===== src/rtl/uart_reg_bridge.sv =====
// uart_reg_bridge: register-access responder on a UART byte stream.
// Ports: main_clk/reset_n, rx_valid/rx_data in, tx_valid/tx_ready/tx_data
// out, reg_addr/reg_wdata/reg_we/reg_re/reg_rdata to the register bank,
// busy, sticky err_timeout/err_overrun.
// Optional: UART_BRIDGE_WRITE_ACK_EN adds an ACK state returning 8'h06.
module uart_reg_bridge #(
  parameter int TIMEOUT_CYCLES = 500000,
  parameter int TO_W           = 19
) (
  input  logic       main_clk,
  input  logic       reset_n,
  input  logic       rx_valid,
  input  logic [7:0] rx_data,
  output logic       tx_valid,
  input  logic       tx_ready,
  output logic [7:0] tx_data,
  output logic [6:0] reg_addr,
  output logic [7:0] reg_wdata,
  output logic       reg_we,
  output logic       reg_re,
  input  logic [7:0] reg_rdata,
  output logic       busy,
  output logic       err_timeout,
  output logic       err_overrun
);

  typedef enum logic [2:0] {
    S_IDLE,
    S_GET,
    S_WRITE,
    S_READ,
    S_CAP,
    S_SEND
`ifdef UART_BRIDGE_WRITE_ACK_EN
    ,
    S_ACK
`endif
  } state_t;

  state_t          state;
  state_t          state_nx;
  logic [TO_W-1:0] to_cnt;
  logic [7:0]      tx_hold;
  logic            tx_fire;
  logic            to_hit;
  logic            rx_drop;

  assign tx_fire = tx_valid & tx_ready;
  assign to_hit  = (to_cnt == TO_W'(TIMEOUT_CYCLES - 1));
  // Bytes arriving outside IDLE/GET_DATA have nowhere to go.
  assign rx_drop = rx_valid &&
                   (state != S_IDLE) &&
                   (state != S_GET);

  always_ff @(posedge main_clk or negedge reset_n) begin
    if (!reset_n) state <= S_IDLE;
    else          state <= state_nx;
  end

  always_comb begin
    state_nx = state;
    unique case (state)
      S_IDLE:
        if (rx_valid)
          state_nx = rx_data[7] ? S_GET : S_READ;
      // A data byte on the expiry cycle wins over the timeout.
      S_GET:
        if (rx_valid)    state_nx = S_WRITE;
        else if (to_hit) state_nx = S_IDLE;
`ifdef UART_BRIDGE_WRITE_ACK_EN
      S_WRITE: state_nx = S_ACK;
      S_ACK:   if (tx_fire) state_nx = S_IDLE;
`else
      S_WRITE: state_nx = S_IDLE;
`endif
      S_READ:  state_nx = S_CAP;
      S_CAP:   state_nx = S_SEND;
      S_SEND:  if (tx_fire) state_nx = S_IDLE;
      default: state_nx = S_IDLE;
    endcase
  end

  always_comb begin
    reg_we   = 1'b0;
    reg_re   = 1'b0;
    tx_valid = 1'b0;
    tx_data  = tx_hold;
    unique case (state)
      S_WRITE: reg_we = 1'b1;
      S_READ:  reg_re = 1'b1;
      S_SEND:  tx_valid = 1'b1;
`ifdef UART_BRIDGE_WRITE_ACK_EN
      S_ACK: begin
        tx_valid = 1'b1;
        tx_data  = 8'h06;
      end
`endif
      default: ;
    endcase
  end

  assign busy = (state != S_IDLE);

  always_ff @(posedge main_clk or negedge reset_n) begin
    if (!reset_n) begin
      reg_addr    <= '0;
      reg_wdata   <= '0;
      tx_hold     <= '0;
      to_cnt      <= '0;
      err_timeout <= 1'b0;
      err_overrun <= 1'b0;
    end else begin
      if (state == S_IDLE && rx_valid)
        reg_addr <= rx_data[6:0];
      // Cleared while idle so GET_DATA always starts from zero.
      if (state == S_IDLE)
        to_cnt <= '0;
      else if (state == S_GET && to_cnt != '1)
        to_cnt <= to_cnt + TO_W'(1);
      if (state == S_GET && rx_valid)
        reg_wdata <= rx_data;
      if (state == S_GET && !rx_valid && to_hit)
        err_timeout <= 1'b1;
      if (state == S_CAP)
        tx_hold <= reg_rdata;
      if (rx_drop)
        err_overrun <= 1'b1;
    end
  end

endmodule

===== config.mk =====
export PLATFORM = sky130hd
export DESIGN_NAME = uart_reg_bridge
export DESIGN_NICKNAME = d
export VERILOG_FILES = /design/src/rtl/uart_reg_bridge.sv
export SDC_FILE = /design/constraint.sdc
export NUM_CORES = 1
export LEC_CHECK = 0
export ABC_CLOCK_PERIOD_IN_PS = 1850
export CORE_MARGIN = 4
export CORE_UTILIZATION = 47
export CTS_BUF_LIST = sky130_fd_sc_hd__clkbuf_8
export DETAILED_ROUTE_END_ITERATION = 12
export GPL_ROUTABILITY_DRIVEN = 0
export PLACE_DENSITY = 0.83
export RECOVER_POWER = 100
export SETUP_SLACK_MARGIN = 0.1
export SYNTH_ARGS = -nofsm -noshare
export SYNTH_HDL_FRONTEND = slang
export SYNTH_SLANG_ARGS = --single-unit
export TNS_END_PERCENT = 1

===== constraint.sdc =====
create_clock -name main_clk -period 1.85 [get_ports main_clk]
set_input_delay 0.185 -clock main_clk [delete_from_list [all_inputs] [get_ports main_clk]]
set_output_delay 0.185 -clock main_clk [all_outputs]
set_load 0.01 [all_outputs]

==> impl_metrics.py <==
metrics = {
    "outcome": {
        "status": "finished clean",
    },
    "sta": {
        "finalHoldViolCount": 0,
        "maxSlewHeadroom": 0.244,
        "timing.fmax_mhz": 581,
        "fin_crit_sh": 0.930,
        "setup-violations-final": 0,
        "fin_ws_ps": 129,
        "final-max-slew-violation-count": 0,
        "fin_worst_skew_ps": 5.61,
        "worstMarginPinSlew_ps": 1130,
        "rsz0062_at_grt": "yes",
        "fin_crit_ps": 1720,
    },
    "job": {
        "drv_cap": 0,
    },
    "critical_path": {
        "crit_chain": "and4_1 -> nand2_2 -> or2_1 -> or4_1 -> o211ai_2",
        "cp.arrival_ps": 1940,
        "reg2reg_slack_ps": 130,
        "path_max_fanout": 6,
        "cp_num_buf_inv": 0,
        "worstReg2RegEnd": "to_cnt[17]",
        "end_kind": "flip-flop",
        "rr_worst_depth": 5,
        "crit_family": "simple AND/OR/NAND/NOR gates",
        "max_stage_delay_ps": 450,
        "rr_startpoint": "to_cnt[12]",
        "critical_path_class": "flip-flop to flip-flop",
        "required_ps": 2070,
        "cp-start-kind": "flip-flop",
        "crit_slowest_cell": "dfrtp_1",
    },
    "clock_network": {
        "cts_tree": "done",
        "htreeDepth": 2,
        "numCtsBuffers": 5,
        "post-cts-setup-buffers": 0,
        "worstSkewPairLatency_ps": 290,
        "clk_pin_slew_ps": 80,
        "cts.sinks": 47,
        "cts_buffer_depth": 2,
        "cts_root_buf": "clkbuf_8",
    },
    "synthesis": {
        "synth_area_leader_cell": "dfrtp_1",
        "synth_area_leaders": "dfrtp_1 52%, mux2_2 11%, nand2_1 4.0%, o21ai_0 2.7%, a21oi_1 2.0%",
        "postSynthCellCount": 205,
        "syn-num-nets": 226,
        "netlist_area_sq_mm": 0.00226,
        "async_reset_ff_frac": 1.00,
        "synth_top_area_frac": 0.520,
        "synth.avg_cell_area_sq_um": 11.0,
        "synth.distinct_cells": 46,
        "yosysSeqAreaShare": 0.520,
        "synth-main-ff-cell": "dfrtp_1",
        "ys.warnings.count": 0,
        "synth_edf_count": 0,
        "ys_ff_latch": 47,
    },
    "grt": {
        "overflow": 0,
        "grt_max_degree": 48,
        "track_usage": 0.176,
        "grt_pass1_wl_microns": 8500,
        "antenna_found_initial": 0,
        "grt_pass1_vias": 1877,
    },
    "die": {
        "die_height_microns": 77.4,
        "initial_utilization": 0.503,
        "design.core.area_sq_mm": 0.00450,
        "boundaryPins": 49,
        "std_cell_rows": 24,
        "die_w_microns": 77.4,
        "fp.dieArea_sq_mm": 0.00599,
    },
    "detailed_routing": {
        "drt_wl_total_microns": 4840,
        "post_drt_via_cell_ratio": 5.56,
        "drt_first_pass_iters": 4,
        "wl_per_cell_microns": 14.9,
        "ant_nets": 0,
        "vias": 1808,
        "drc": 0,
        "drt_iter0_drc": 113,
    },
    "power": {
        "vdd_drop_max_v": 0.000910,
        "power_leakage_nw": 1.24,
        "power_density_mw_per_mm2": 1270,
    },
    "final_layout": {
        "syn_to_final_growth_pct": 31.6,
        "final_cell_mix": "46 x dfrtp_1, 26 x dlygate4sd3_1, 24 x nand2_1",
        "final_nets": 293,
        "drive_gt1_frac": 0.220,
        "mostFrequentLayoutCell": "dfrtp_1",
        "antenna_cells": 0,
        "design_area_sq_mm": 0.00298,
    },
    "placed_design": {
        "port_buffers": 48,
        "post-place-ws_ps": 160,
        "place_area_sq_mm": 0.00291,
        "dpl.hpwl_microns": 3620,
    },
    "min_path": {
        "hold_path.class": "flip-flop to flip-flop",
        "hold_depth": 1,
        "min_delay_worst_endpoint": "state[0]",
        "min_from": "state[1]",
    },
}
-- power by group --
part / total, mW / leakage (nW) / switching [mW] / internal, mW
registers: 1.51 / 0.591 / 0.170 / 1.34
logic: 1.69 / 0.605 / 0.800 / 0.892
clock network: 0.586 / 0.0453 / 0.327 / 0.259
-- metal layers --
metal / global-route usage / vias to the layer above / routed length (microns)
li1: - / 887 / -
met1: 0.223 / 864 / 2110
met2: 0.274 / 51 / 2250
met3: 0.0787 / 6 / 422
met4: 0.0498 / 0 / 53
met5: 0 / - / 0
-- cell type report --
class,count,area (sq um)
Sequential cell,47,1180
Multi-Input combinational cell,147,1040
Timing Repair Buffer,69,606
Tap cell,52,65.1
Inverter,2,7.51
Fill cell,337,1530
Clock inverter,3,16.3
Clock buffer,5,68.8
-- cells by family (layout without fill, tap and decap cells) --
group	after synthesis	in the layout	share of synthesized area
buffers and inverters	11	79	0.0221
and+or+nand+nor	79	79	0.201
AOI/OAI and AO/OA	40	40	0.119
muxes	27	27	0.132
DFF	47	47	0.520
adders and majority gates	1	1	0.00553
-- how the worst max path moves through the flow --
| stage | from | depth (start not counted) | endpoint | slack [ps] |
|---|---|---|---|---|
| 3_3_place_gp | to_cnt[0] | 6 | to_cnt[0] | 170 |
| 3_5_place_dp | to_cnt[7] | 5 | to_cnt[17] | 160 |
| 4_1_cts | state[2] | 3 | reg_we | 30 |
| 6_report | to_cnt[12] | 5 | to_cnt[17] | 130 |
| 2_1_floorplan | to_cnt[0] | 6 | to_cnt[17] | 100 |
| 5_1_grt | to_cnt[0] | 7 | to_cnt[14] | -7 |
-- through the flow --
stage	hold slack (ps)	utilization	instances	TNS (ps)	total power, mW
after floorplan	-111	-	205	0	2.41
after global placement	306	0.647	316	0	3.34
after detailed placement	307	0.647	316	0	3.38
after CTS	454	0.668	325	0	3.99
after global routing	465	0.661	325	-9.75	4.08
final	446	0.661	325	0	3.79
-- cell usage after synthesis, types with 2 or more instances --
library cell	instances
mux2i_1	4
nor2_2	3
nor3_1	3
inv_1	2
nand3_1	9
o31ai_1	3
a22o_1	3
clkbuf_1	7
or4_1	2
mux2_2	23
o211ai_1	3
nor4b_1	2
and4_1	2
nor4_1	3
o21ai_0	12
nor3b_1	2
dfrtp_1	47
nand2_1	24
nand4_1	3
a21o_1	2
a21oi_1	9
or3_1	3
or2_1	3
nor2_1	9
-- what timing repair did --
| action | 4_1_cts | 5_1_grt |
|---|---|---|
| resized for setup | 2 | 5 |
| pin swaps | 0 | 0 |
| hold buffers | 1 | 0 |
| setup endpoints to repair | 4 | 17 |
| endpoints found under the hold margin | 47 | 0 |
-- flip-flops by register name, indices dropped and copies added (netlist names) --
register     flops
tx_data          8
state            3
to_cnt          19
err_overrun      1
err_timeout      1
reg_wdata        8
reg_addr         7
Note: power is estimated with default switching activity, not from simulation.
